===== config.mk =====
export PLATFORM = sky130hd
export DESIGN_NAME = multicycle_controller
export DESIGN_NICKNAME = d
export VERILOG_FILES = /design/src/rtl/multicycle_controller.sv
export SDC_FILE = /design/constraint.sdc
export NUM_CORES = 1
export LEC_CHECK = 0
export ABC_AREA = 1
export BUFFER_PORTS_ARGS = -buffer_cell sky130_fd_sc_hd__clkbuf_2
export CAP_MARGIN = 20
export CORE_MARGIN = 4
export CORE_UTILIZATION = 32
export DETAILED_ROUTE_END_ITERATION = 12
export HOLD_SLACK_MARGIN = 0.02
export PLACE_DENSITY = 0.7
export SLEW_MARGIN = 20
export SYNTH_ARGS = -nofsm -noshare
export SYNTH_HDL_FRONTEND = slang
export SYNTH_SLANG_ARGS = --single-unit

===== constraint.sdc =====
create_clock -name clk -period 1.3 [get_ports clk]
set_input_delay 0.195 -clock clk [delete_from_list [all_inputs] [get_ports clk]]
set_output_delay 0.195 -clock clk [all_outputs]
set_load 0.05 [all_outputs]

===== src/rtl/multicycle_controller.sv =====
// multicycle_controller: main FSM that sequences the shared multicycle MIPS
// datapath (one memory port, one ALU, IR and A/B/ALUOut holding registers).
// Handles the req/ready handshake to the unified memory.
// Optional feature: define MC_BNE_EN to decode bne (op 000101) as a branch
// taken on ~zero; without it op 000101 is an illegal instruction.
module multicycle_controller #(
  parameter int OP_W    = 6,
  parameter int STATE_W = 4
) (
  input  logic               clk,
  input  logic               reset,
  input  logic [OP_W-1:0]    op,
  input  logic [OP_W-1:0]    funct,
  input  logic               zero,
  input  logic               mem_ready,
  output logic               mem_req,
  output logic               mem_write,
  output logic               iord,
  output logic               ir_write,
  output logic               reg_write,
  output logic               reg_dst,
  output logic               mem_to_reg,
  output logic               alu_src_a,
  output logic [1:0]         alu_src_b,
  output logic [2:0]         alu_ctrl_sig,
  output logic [1:0]         pc_src,
  output logic               pc_en,
  output logic               illegal_op,
  output logic [STATE_W-1:0] state_dbg
);

  typedef enum logic [3:0] {
    FETCH   = 4'd0,
    DECODE  = 4'd1,
    MEMADR  = 4'd2,
    MEMRD   = 4'd3,
    MEMWB   = 4'd4,
    MEMWR   = 4'd5,
    EXECUTE = 4'd6,
    ALUWB   = 4'd7,
    BRANCH  = 4'd8,
    ADDIEX  = 4'd9,
    ADDIWB  = 4'd10,
    JUMP    = 4'd11
  } state_t;

  localparam logic [OP_W-1:0] OP_RTYPE = OP_W'(6'b000000);
  localparam logic [OP_W-1:0] OP_LW    = OP_W'(6'b100011);
  localparam logic [OP_W-1:0] OP_SW    = OP_W'(6'b101011);
  localparam logic [OP_W-1:0] OP_BEQ   = OP_W'(6'b000100);
  localparam logic [OP_W-1:0] OP_ADDI  = OP_W'(6'b001000);
  localparam logic [OP_W-1:0] OP_J     = OP_W'(6'b000010);
`ifdef MC_BNE_EN
  localparam logic [OP_W-1:0] OP_BNE   = OP_W'(6'b000101);
`endif

  localparam logic [OP_W-1:0] FN_ADD = OP_W'(6'b100000);
  localparam logic [OP_W-1:0] FN_SUB = OP_W'(6'b100010);
  localparam logic [OP_W-1:0] FN_AND = OP_W'(6'b100100);
  localparam logic [OP_W-1:0] FN_OR  = OP_W'(6'b100101);
  localparam logic [OP_W-1:0] FN_SLT = OP_W'(6'b101010);

  state_t     state;
  logic [2:0] fn_alu;
  logic       fn_ok;
  logic       br_take;

  // R-type funct decode; unknown functs fall back to add and are flagged.
  always_comb begin
    fn_alu = 3'b010;
    fn_ok  = 1'b1;
    case (funct)
      FN_ADD:  fn_alu = 3'b010;
      FN_SUB:  fn_alu = 3'b110;
      FN_AND:  fn_alu = 3'b000;
      FN_OR:   fn_alu = 3'b001;
      FN_SLT:  fn_alu = 3'b111;
      default: fn_ok  = 1'b0;
    endcase
  end

  // Branch condition; op stays valid in BRANCH because IR holds it.
  always_comb begin
`ifdef MC_BNE_EN
    br_take = (op == OP_BNE) ? ~zero : zero;
`else
    br_take = zero;
`endif
  end

  // State register and next-state sequencing; reset drops any pending access.
  always_ff @(posedge clk) begin
    if (reset) begin
      state <= FETCH;
    end else begin
      case (state)
        FETCH:   if (mem_ready) state <= DECODE;
        DECODE: begin
          case (op)
            OP_LW, OP_SW: state <= MEMADR;
            OP_RTYPE:     state <= EXECUTE;
            OP_BEQ:       state <= BRANCH;
`ifdef MC_BNE_EN
            OP_BNE:       state <= BRANCH;
`endif
            OP_ADDI:      state <= ADDIEX;
            OP_J:         state <= JUMP;
            default:      state <= FETCH;
          endcase
        end
        MEMADR:  state <= (op == OP_LW) ? MEMRD : MEMWR;
        MEMRD:   if (mem_ready) state <= MEMWB;
        MEMWB:   state <= FETCH;
        MEMWR:   if (mem_ready) state <= FETCH;
        EXECUTE: state <= fn_ok ? ALUWB : FETCH;
        ALUWB:   state <= FETCH;
        BRANCH:  state <= FETCH;
        ADDIEX:  state <= ADDIWB;
        ADDIWB:  state <= FETCH;
        JUMP:    state <= FETCH;
        default: state <= FETCH;
      endcase
    end
  end

  // Per-state control strobes; everything is forced low while reset is high.
  always_comb begin
    mem_req      = 1'b0;
    mem_write    = 1'b0;
    iord         = 1'b0;
    ir_write     = 1'b0;
    reg_write    = 1'b0;
    reg_dst      = 1'b0;
    mem_to_reg   = 1'b0;
    alu_src_a    = 1'b0;
    alu_src_b    = 2'b00;
    alu_ctrl_sig = 3'b000;
    pc_src       = 2'b00;
    pc_en        = 1'b0;
    illegal_op   = 1'b0;
    state_dbg    = '0;
    if (!reset) begin
      state_dbg = STATE_W'(state);
      case (state)
        FETCH: begin
          mem_req      = 1'b1;
          alu_src_b    = 2'b01;
          alu_ctrl_sig = 3'b010;
          ir_write     = mem_ready;
          pc_en        = mem_ready;
        end
        DECODE: begin
          alu_src_b    = 2'b11;
          alu_ctrl_sig = 3'b010;
          case (op)
            OP_LW, OP_SW, OP_RTYPE, OP_BEQ, OP_ADDI, OP_J: illegal_op = 1'b0;
`ifdef MC_BNE_EN
            OP_BNE:  illegal_op = 1'b0;
`endif
            default: illegal_op = 1'b1;
          endcase
        end
        MEMADR: begin
          alu_src_a    = 1'b1;
          alu_src_b    = 2'b10;
          alu_ctrl_sig = 3'b010;
        end
        MEMRD: begin
          mem_req = 1'b1;
          iord    = 1'b1;
        end
        MEMWB: begin
          reg_write  = 1'b1;
          mem_to_reg = 1'b1;
        end
        MEMWR: begin
          mem_req   = 1'b1;
          mem_write = 1'b1;
          iord      = 1'b1;
        end
        EXECUTE: begin
          alu_src_a    = 1'b1;
          alu_ctrl_sig = fn_alu;
          illegal_op   = ~fn_ok;
        end
        ALUWB: begin
          reg_write = 1'b1;
          reg_dst   = 1'b1;
        end
        BRANCH: begin
          alu_src_a    = 1'b1;
          alu_ctrl_sig = 3'b110;
          pc_src       = 2'b01;
          pc_en        = br_take;
        end
        ADDIEX: begin
          alu_src_a    = 1'b1;
          alu_src_b    = 2'b10;
          alu_ctrl_sig = 3'b010;
        end
        ADDIWB: reg_write = 1'b1;
        JUMP: begin
          pc_src = 2'b10;
          pc_en  = 1'b1;
        end
        default: ;
      endcase
    end
  end

endmodule

==> tab_implementation.tex, run 1 <==
\begin{tabular}{lr}
\hline
Metric & Value \\
\hline
\multicolumn{2}{l}{\textbf{Placed design}} \\
Routability congestion estimate from global placement & $\sim$0.95 \\
Placed wire-length estimate after detailed placement & $\sim$2800 µm \\
Count of buffers from port buffering & 36 \\
Post-placement cell area & around 0.0015 mm² \\
\multicolumn{2}{l}{\textbf{Clocking}} \\
Hold buffer count at CTS & 0 \\
Maximum level of the CTS H-tree & 1 \\
Total CTS buffers & 3 \\
Number of buffers added for setup after CTS & 9 \\
CTS sink count & 4 \\
\# resized after CTS & 64 \\
Worst-case clock buffer depth & 2 \\
Clock root buffer master & sky130\_fd\_sc\_hd\_\_clkbuf\_4 \\
\multicolumn{2}{l}{\textbf{Yosys}} \\
\#FFs+latches synth & 4 \\
Net count after synthesis & around 140 \\
Post-Syn Area & slightly above 600 µm² \\
Yosys Warn Count & 0 \\
Portion of the post-synthesis area used by sequential elements & 12.9\% \\
Mean instance size in the synthesized netlist & slightly below 5 µm² \\
Count of unique library cells instantiated by Yosys & 19 \\
Synth Instances & roughly 130 \\
\multicolumn{2}{l}{\textbf{Die}} \\
Site row count & 15 \\
I/O pin count & 37 \\
Height of the die & roughly 52 µm \\
Die width & roughly 52 µm \\
Starting density of the core & about a third \\
\multicolumn{2}{l}{\textbf{Status}} \\
Outcome & stopped before the end \\
Last stage reached & clock tree synthesis (4\_1\_cts) \\
First reported error & [ERROR DPL-0038] Utilization greater than 100\%, impossible to legalize \\
\hline
\end{tabular}
==> cell usage after synthesis <==
cell type,n,share of area [%]
sky130_fd_sc_hd__nor2_1,30,18
sky130_fd_sc_hd__nand2_1,27,16
sky130_fd_sc_hd__inv_1,18,11
sky130_fd_sc_hd__nand3_1,16,13
sky130_fd_sc_hd__nor2_2,6,6.0
sky130_fd_sc_hd__a21oi_1,5,4.0
sky130_fd_sc_hd__dfxtp_1,4,13
sky130_fd_sc_hd__inv_2,3,1.8
sky130_fd_sc_hd__nand4_1,3,3.0
sky130_fd_sc_hd__o21ai_0,3,2.4
sky130_fd_sc_hd__nor3_1,2,1.6
sky130_fd_sc_hd__o31ai_1,2,2.4
sky130_fd_sc_hd__a211o_1,1,1.4
sky130_fd_sc_hd__a21boi_0,1,1.2
sky130_fd_sc_hd__a21boi_1,1,1.2
sky130_fd_sc_hd__a31oi_1,1,1.0
sky130_fd_sc_hd__clkbuf_1,1,0.60
sky130_fd_sc_hd__nand3b_1,1,1.2
sky130_fd_sc_hd__o22ai_1,1,1.0
==> cell families after synthesis <==
kind of cell,Yosys count,synth area share [%]
and+or+nand+nor,85,59.2
buffers and inverters,22,13.3
DFF,4,12.9
AOI/OAI and AO/OA,15,14.7
==> stage by stage <==
| stage | setup WS [ns] | cells |
|---|---|---|
| floorplan | -0.452 | 126 |
| global placement | -0.215 | 233 |
| detailed placement | -0.251 | 233 |
==> run 2: changes to the inputs <==
--- a/config.mk
+++ b/config.mk
@@ -8,11 +8,10 @@
 export ABC_AREA = 1
 export BUFFER_PORTS_ARGS = -buffer_cell sky130_fd_sc_hd__clkbuf_2
 export CAP_MARGIN = 20
-export CORE_MARGIN = 4
-export CORE_UTILIZATION = 32
+export CORE_AREA = 4 4 65 67
 export DETAILED_ROUTE_END_ITERATION = 12
-export HOLD_SLACK_MARGIN = 0.02
-export PLACE_DENSITY = 0.7
+export DIE_AREA = 0 0 69 71
+export PLACE_DENSITY_LB_ADDON = 0.15
 export SLEW_MARGIN = 20
 export SYNTH_ARGS = -nofsm -noshare
 export SYNTH_HDL_FRONTEND = slang
==> tab_implementation.tex, run 2 <==
\begin{tabular}{lr}
\hline
Metric & Value \\
\hline
\multicolumn{2}{l}{\textbf{Status}} \\
Outcome & finished, violations left \\
Violated checks & negative setup slack \\
\multicolumn{2}{l}{\textbf{Cells and area}} \\
N\_diodes & 0 \\
Multi-input logic area & 752 µm² \\
Commonest non-fill, non-tap cells in the layout & sky130\_fd\_sc\_hd\_\_buf\_4, sky130\_fd\_sc\_hd\_\_buf\_12, sky130\_fd\_sc\_hd\_\_nand2\_1 \\
NumNets Final & 231 \\
Final Util & 54.2\% \\
Max reg flops & 4 \\
Fraction of layout cells with a size suffix above 1 & 66.4\% \\
Area occupied by registers & between 90 and 100 µm² \\
P\&R area growth vs syn & 217\% \\
Register bank with the most flops & state \\
Largest registers & state x4 \\
Fill cell total of the finished layout & 339 \\
Most common cell after layout, fill and taps aside & sky130\_fd\_sc\_hd\_\_buf\_4 \\
\multicolumn{2}{l}{\textbf{Min path}} \\
Source of the worst hold timing path & mem\_ready \\
Number of stages on the worst hold path & 5 \\
Min-Delay Path Class & in2reg \\
Worst-case hold path end point & state[1]\$\_SDFFE\_PP0P\_ \\
\multicolumn{2}{l}{\textbf{Clocking}} \\
CTS sink count & 4 \\
Clock root buffer master & sky130\_fd\_sc\_hd\_\_clkbuf\_8 \\
Total CTS buffers & 3 \\
CTS tree & done \\
Maximum level of the CTS H-tree & 1 \\
Clock-pin transition on the worst setup and hold timing paths & roughly 0.030 ns \\
Worst-case clock buffer depth & 2 \\
Hold buffer count at CTS & 0 \\
Clock latency on the worst-skew pair & between 0.2 and 0.25 ns \\
\multicolumn{2}{l}{\textbf{Yosys}} \\
Post-Syn Area & between 600 and 700 µm² \\
Top cell type's share of synthesized area & a little under a fifth \\
Library cell with the largest summed area after synthesis & sky130\_fd\_sc\_hd\_\_nor2\_1 \\
Commonest cells post-synth & sky130\_fd\_sc\_hd\_\_nor2\_1, sky130\_fd\_sc\_hd\_\_nand2\_1, sky130\_fd\_sc\_hd\_\_inv\_1 \\
Async set-or-reset flop fraction in the synthesized netlist & 0\% \\
Most frequently used flop master after synthesis & sky130\_fd\_sc\_hd\_\_dfxtp\_1 \\
Top-count cell post-synth & sky130\_fd\_sc\_hd\_\_nor2\_1 \\
Area contributors post-synth & sky130\_fd\_sc\_hd\_\_nor2\_1, sky130\_fd\_sc\_hd\_\_nand2\_1, sky130\_fd\_sc\_hd\_\_dfxtp\_1 \\
\#FFs+latches synth & 4 \\
Net count after synthesis & $\sim$140 \\
Count of unique library cells instantiated by Yosys & 19 \\
Portion of the post-synthesis area used by sequential elements & about an eighth \\
Mean instance size in the synthesized netlist & a little under 5 µm² \\
Yosys Warn Count & 0 \\
Number of enable flip-flop cells after synthesis & 0 \\
Synth Instances & about 130 \\
\multicolumn{2}{l}{\textbf{Timing}} \\
Period Utilization, post-route & 127\% \\
Worst-margin pin slew & between 0.4 and 0.5 ns \\
Fmax achieved & approximately 600 MHz \\
PnR worst setup slack & -0.353 ns \\
Post-route minimum period & 1.65 ns \\
Final setup violation count & 21 \\
Final-report max-slew violation count & 0 \\
Unrepaired setup endpoints after global routing & true \\
Largest clock skew in the final design & approximately 0.0014 ns \\
Final hold viol count & 0 \\
Max-slew headroom at the worst pin & 71.2\% \\
Post-Route Hold Slack & between 0.3 and 0.4 ns \\
\multicolumn{2}{l}{\textbf{Global route}} \\
First-pass GRT wire length & $\sim$5100 µm \\
Vias in the first global route & between 1000 and 1500 \\
Maximum number of pins on one net before global-route repair & 8 \\
Number of antenna violations at the first check in global routing & 0 \\
Global router's overall resource usage & approximately an eighth \\
Global route total overflow & 0 \\
\multicolumn{2}{l}{\textbf{Critical path}} \\
Startpoint of the worst-slack reg-to-reg timing path & state[2]\$\_SDFFE\_PP0P\_ \\
Worst flop-to-flop path endpoint & state[0]\$\_SDFFE\_PP0P\_ \\
Worst endpoint required time & roughly 1.1 ns \\
Critical Setup Path Class & reg2out \\
WP data arrival & between 1 and 1.5 ns \\
Category of the worst setup path capture point & output pin \\
Worst reg-to-reg path cell count & 11 \\
Startpoint class of the critical path & flop \\
Setup slack on the worst flop-to-flop path & -0.04 ns \\
Maximum fanout encountered on the critical timing path & 3 \\
\multicolumn{2}{l}{\textbf{Die}} \\
Core ar. & 0.00363 mm² \\
Die area & approximately 0.0049 mm² \\
Site row count & 22 \\
Height of the die & just over 70 µm \\
Starting density of the core & between 10\% and 20\% \\
I/O pin count & 37 \\
Die width & 69 µm \\
\multicolumn{2}{l}{\textbf{Power}} \\
Peak VDD IR & 0.306 mV \\
PwrDens & approximately 500 mW/mm² \\
Total Power & $\sim$0.99 mW \\
Leakage power figure & 0.897 nW \\
\multicolumn{2}{l}{\textbf{Drt}} \\
Residual antenna-violating net count after detailed routing & 0 \\
Post-detailed-routing wire length & approximately 2900 µm \\
Number of remaining DRC errors & 0 \\
Iteration-0 DRC Markers & 27 \\
Via-per-instance ratio & between 4 and 5 \\
DR vias & 1154 \\
Drt wl/cell & between 10 and 15 µm \\
DR pass1 iterations & 4 \\
\multicolumn{2}{l}{\textbf{Placed design}} \\
Worst-case setup slack after placement & -0.211 ns \\
Routability congestion estimate from global placement & $\sim$0.86 \\
Count of buffers from port buffering & 36 \\
Placed wire-length estimate after detailed placement & between 2000 and 2500 µm \\
\multicolumn{2}{l}{\textbf{Flow run}} \\
Number of maximum-capacitance violations & 0 \\
\hline
\end{tabular}
run 2: cell counts after synthesis:
No cell type changed its count.
run 2: per-stage QoR:
stage	instances	setup TNS, ns	area [µm²]
after CTS	261	-4.52	1910
final	262	-4.69	1970
after detailed placement	250	-1.97	1660
after global routing	262	-6.33	1970
after floorplan	126	-2.13	837
after global placement	250	-1.83	1660
run 2: cell families (layout without fill, tap and decap cells):
| kind of cell | after synthesis | count (layout) | share of synthesized area (%) |
|---|---|---|---|
| AOI/OAI and AO/OA | 15 | 15 | 14.7 |
| DFF | 4 | 4 | 12.9 |
| buffers and inverters | 22 | 110 | 13.3 |
| and+or+nand+nor | 85 | 85 | 59.2 |
run 2: area by class of cell:
| cell class | instances | area share, % |
|---|---|---|
| clock buffers | 4 | 2.29 |
| inverters | 21 | 4.57 |
| multi-input cells | 100 | 38.2 |
| flip-flops and latches | 4 | 4.83 |
| well taps | 48 | 3.05 |
| repair buffers | 85 | 47.1 |
run 2: worst max path at each step:
| stage | to | startpoint |
|---|---|---|
| after floorplan | illegal_op | state[1]$_SDFFE_PP0P_ |
| after global placement | alu_ctrl_sig[0] | state[2]$_SDFFE_PP0P_ |
| after detailed placement | alu_ctrl_sig[0] | state[2]$_SDFFE_PP0P_ |
| after CTS | alu_ctrl_sig[0] | state[2]$_SDFFE_PP0P_ |
| after global routing | alu_ctrl_sig[0] | state[2]$_SDFFE_PP0P_ |
| final | alu_ctrl_sig[2] | state[2]$_SDFFE_PP0P_ |
run 2: repair_timing:
action / CTS / global route
setup buffers: 7 / 5
gates resized for setup: 40 / 10
pin swaps: 16 / 8
setup endpoints to repair: 22 / 22
hold endpoints to repair: 0 / 0
cloned: 0 / 0
run 2: critical path, cell delays in order, from the launching register on:
cell                      delay, ns
sky130_fd_sc_hd__dfxtp_4       0.37
sky130_fd_sc_hd__inv_4         0.05
sky130_fd_sc_hd__nor2_4        0.09
sky130_fd_sc_hd__inv_2         0.06
sky130_fd_sc_hd__nor2_4        0.12
sky130_fd_sc_hd__nand2_4       0.09
sky130_fd_sc_hd__o31ai_4       0.29
sky130_fd_sc_hd__buf_12        0.17
run 2: metal layers:
layer  vias to the layer above  track usage, %  share of wire (%)  wire length (µm)
met5                         -               0                  0                 0
met4                         0            1.74                1.0                30
met3                         4            2.98                4.4               125
met2                        31            22.8                 54              1540
met1                       533            14.1                 41              1170
li1                        586               -                  -                 -
run 2: power by group:
group	switching, mW	internal (mW)
sequential	0.00805	0.127
clock	0.0701	0.210
combinational	0.307	0.264
total	0.385	0.601
Power figures use the tool's default switching activity.
==> run 3: changes to the inputs <==
--- a/config.mk
+++ b/config.mk
@@ -8,9 +8,9 @@
 export ABC_AREA = 1
 export BUFFER_PORTS_ARGS = -buffer_cell sky130_fd_sc_hd__clkbuf_2
 export CAP_MARGIN = 20
-export CORE_AREA = 4 4 65 67
+export CORE_AREA = 8 8 69 71
 export DETAILED_ROUTE_END_ITERATION = 12
-export DIE_AREA = 0 0 69 71
+export DIE_AREA = 0 0 77 79
 export PLACE_DENSITY_LB_ADDON = 0.15
 export SLEW_MARGIN = 20
 export SYNTH_ARGS = -nofsm -noshare
==> tab_implementation.tex, run 3 (synthesis gave the netlist of run 2 again) <==
\begin{tabular}{lr}
\hline
Metric & Value \\
\hline
\multicolumn{2}{l}{\textbf{Timing}} \\
Largest clock skew in the final design & between 0.005 and 0.006 ns \\
Total Neg Setup Slack & -4.93 ns \\
Worst-margin pin slew & 0.438 ns \\
Unrepaired setup endpoints after global routing & true \\
Max-slew headroom at the worst pin & between 70\% and 80\% \\
Final setup violation count & 20 \\
Final hold viol count & 0 \\
Post-route minimum period & around 1.7 ns \\
Final-report max-slew violation count & 0 \\
Fmax achieved & 588 MHz \\
Period Utilization, post-route & 131\% \\
PnR worst setup slack & -0.401 ns \\
\multicolumn{2}{l}{\textbf{Clocking}} \\
Clock-pin transition on the worst setup and hold timing paths & 0.04 ns \\
Worst-case clock buffer depth & 2 \\
Clock root buffer master & sky130\_fd\_sc\_hd\_\_clkbuf\_8 \\
Maximum level of the CTS H-tree & 1 \\
CTS sink count & 4 \\
CTS tree & done \\
Clock latency on the worst-skew pair & 0.23 ns \\
Total CTS buffers & 3 \\
\multicolumn{2}{l}{\textbf{Status}} \\
Violated checks & negative setup slack \\
Outcome & finished, violations left \\
\multicolumn{2}{l}{\textbf{Power}} \\
Peak VDD IR & roughly 0.4 mV \\
Leakage power figure & about 0.90 nW \\
Switching Power & 0.393 mW \\
PwrDens & slightly above 500 mW/mm² \\
Combinational Power Share & a little under three fifths \\
Switching power as a share of total power & between 30\% and 40\% \\
Clock Power Share & $\sim$30\% \\
Sequential fraction of design power & $\sim$14\% \\
Cell internal power dissipation & between 0.5 and 0.6 mW \\
\multicolumn{2}{l}{\textbf{Placed design}} \\
Worst-case setup slack after placement & -0.225 ns \\
Count of buffers from port buffering & 36 \\
Placed wire-length estimate after detailed placement & 2670 µm \\
Number of placed instances with taps included & between 200 and 300 \\
Routability congestion estimate from global placement & approximately 0.84 \\
\multicolumn{2}{l}{\textbf{Min path}} \\
Min-Delay Path Class & in2reg \\
Source of the worst hold timing path & mem\_ready \\
Number of stages on the worst hold path & 4 \\
Worst-case hold path end point & state[1]\$\_SDFFE\_PP0P\_ \\
\multicolumn{2}{l}{\textbf{Die}} \\
Starting density of the core & about 16\% \\
Die width & just under 80 µm \\
Die area & approximately 0.006 mm² \\
I/O pin count & 37 \\
Core ar. & approximately 0.0038 mm² \\
Height of the die & 79 µm \\
Site row count & 23 \\
\multicolumn{2}{l}{\textbf{Cells and area}} \\
Most common cell after layout, fill and taps aside & sky130\_fd\_sc\_hd\_\_buf\_4 \\
Register bank with the most flops & state \\
Fraction of layout cells with a size suffix above 1 & between 60\% and 70\% \\
N\_diodes & 0 \\
Commonest non-fill, non-tap cells in the layout & sky130\_fd\_sc\_hd\_\_buf\_4, sky130\_fd\_sc\_hd\_\_buf\_12, sky130\_fd\_sc\_hd\_\_nand2\_1 \\
NumNets Final & around 240 \\
Area occupied by registers & between 90 and 100 µm² \\
Max reg flops & 4 \\
P\&R area growth vs syn & 215\% \\
Largest registers & state x4 \\
Fill cell total of the finished layout & between 300 and 400 \\
Number of cells in the finished layout apart from fillers & 268 \\
Multi-input logic area & 734 µm² \\
\multicolumn{2}{l}{\textbf{Drt}} \\
Drt wl/cell & 12.0 µm \\
DR vias & $\sim$1100 \\
DR pass1 iterations & 4 \\
Residual antenna-violating net count after detailed routing & 0 \\
Via-per-instance ratio & approximately 4.3 \\
Number of remaining DRC errors & 0 \\
Iteration-0 DRC Markers & 63 \\
Post-detailed-routing wire length & between 3000 and 4000 µm \\
\multicolumn{2}{l}{\textbf{Critical path}} \\
Startpoint class of the critical path & flop \\
Category of the worst setup path capture point & output pin \\
Worst endpoint required time & 1.11 ns \\
Maximum fanout encountered on the critical timing path & 3 \\
Setup slack on the worst flop-to-flop path & -0.05 ns \\
Worst reg-to-reg path cell count & 8 \\
Worst flop-to-flop path endpoint & state[0]\$\_SDFFE\_PP0P\_ \\
Buf/Inv on CP & 2 \\
Cell family with most CP delay & simple AND/OR/NAND/NOR gates \\
Startpoint of the worst-slack reg-to-reg timing path & state[2]\$\_SDFFE\_PP0P\_ \\
WP data arrival & around 1.5 ns \\
Critical Setup Path Class & reg2out \\
Max incr delay on CP & $\sim$0.34 ns \\
Crit path cell chain & inv\_4 -> nand2\_1 -> nor2\_4 -> nand2\_4 -> o31ai\_4 -> buf\_12 \\
Critical-path cell with the highest stage delay & sky130\_fd\_sc\_hd\_\_dfxtp\_4 \\
\multicolumn{2}{l}{\textbf{Global route}} \\
Global route total overflow & 0 \\
Maximum number of pins on one net before global-route repair & 8 \\
First-pass GRT wire length & 5290 µm \\
Global router's overall resource usage & 10.7\% \\
Number of antenna violations at the first check in global routing & 0 \\
Vias in the first global route & $\sim$1200 \\
\multicolumn{2}{l}{\textbf{Flow run}} \\
Number of maximum-capacitance violations & 0 \\
\hline
\end{tabular}
run 3: changes by cell type in the layout (fill, tap and decap cells not counted), moves of 2 or more:
cell / previous run / this run
sky130_fd_sc_hd__clkbuf_16: 2 / 0
sky130_fd_sc_hd__buf_4: 38 / 43
sky130_fd_sc_hd__nor2_2: 9 / 6
sky130_fd_sc_hd__nand3_1: 14 / 16
sky130_fd_sc_hd__nor2_1: 16 / 18
run 3: layout make-up:
class	count	area share, %
timing repair buffer	89	47.5
sequential	4	4.86
tap	50	3.19
clock buffer	4	2.30
inverter	21	4.60
multi-input combinational	100	37.5
run 3: timing repair:
item	in CTS	in global routing
hold buffers	0	0
pin swaps	16	11
setup buffers	5	9
endpoints found under the setup margin	23	25
resized for setup	28	14
run 3: metal layers:
metal / GRT usage [%] / share of wire, %
met1: 11.3 / 41
met2: 19.8 / 54
met3: 1.47 / 3.2
met4: 6.23 / 1.7
met5: 0 / 0
run 3: worst min-delay path: stages:
cell	delay, ns
sky130_fd_sc_hd__clkbuf_2	0.11
sky130_fd_sc_hd__nor2_2	0.07
sky130_fd_sc_hd__nand2_1	0.06
sky130_fd_sc_hd__nand2_1	0.06
run 3: per-stage QoR:
stage,hold slack (ns),utilization (%),instance area [µm²],power [mW]
4_1_cts,0.295,49.2,1870,0.983
5_1_grt,0.331,51.5,1960,1.05
6_report,0.311,51.5,1960,0.992
3_3_place_gp,0.525,44.9,1710,0.657
3_5_place_dp,0.519,44.9,1710,0.662
2_1_floorplan,0.353,-,837,0.395
run 3: worst max path at each step:
stage	slack (ns)	cells past startpoint	endpoint	startpoint
finish	-0.40	6	alu_ctrl_sig[2]	state[0]$_SDFFE_PP0P_
global route	-0.45	8	alu_ctrl_sig[0]	state[2]$_SDFFE_PP0P_
detailed placement	-0.23	6	illegal_op	op[5]
CTS	-0.39	8	alu_ctrl_sig[0]	state[2]$_SDFFE_PP0P_
floorplan	-0.45	5	illegal_op	state[1]$_SDFFE_PP0P_
global placement	-0.21	8	alu_ctrl_sig[0]	state[2]$_SDFFE_PP0P_
run 3: power by group through the flow:
stage	sequential, mW	combinational (mW)	clock (mW)
2_1_floorplan	0.148	0.247	0
4_1_cts	0.137	0.545	0.301
3_3_place_gp	0.141	0.517	0
3_5_place_dp	0.142	0.520	0
5_1_grt	0.136	0.601	0.310
6_report	0.135	0.564	0.292
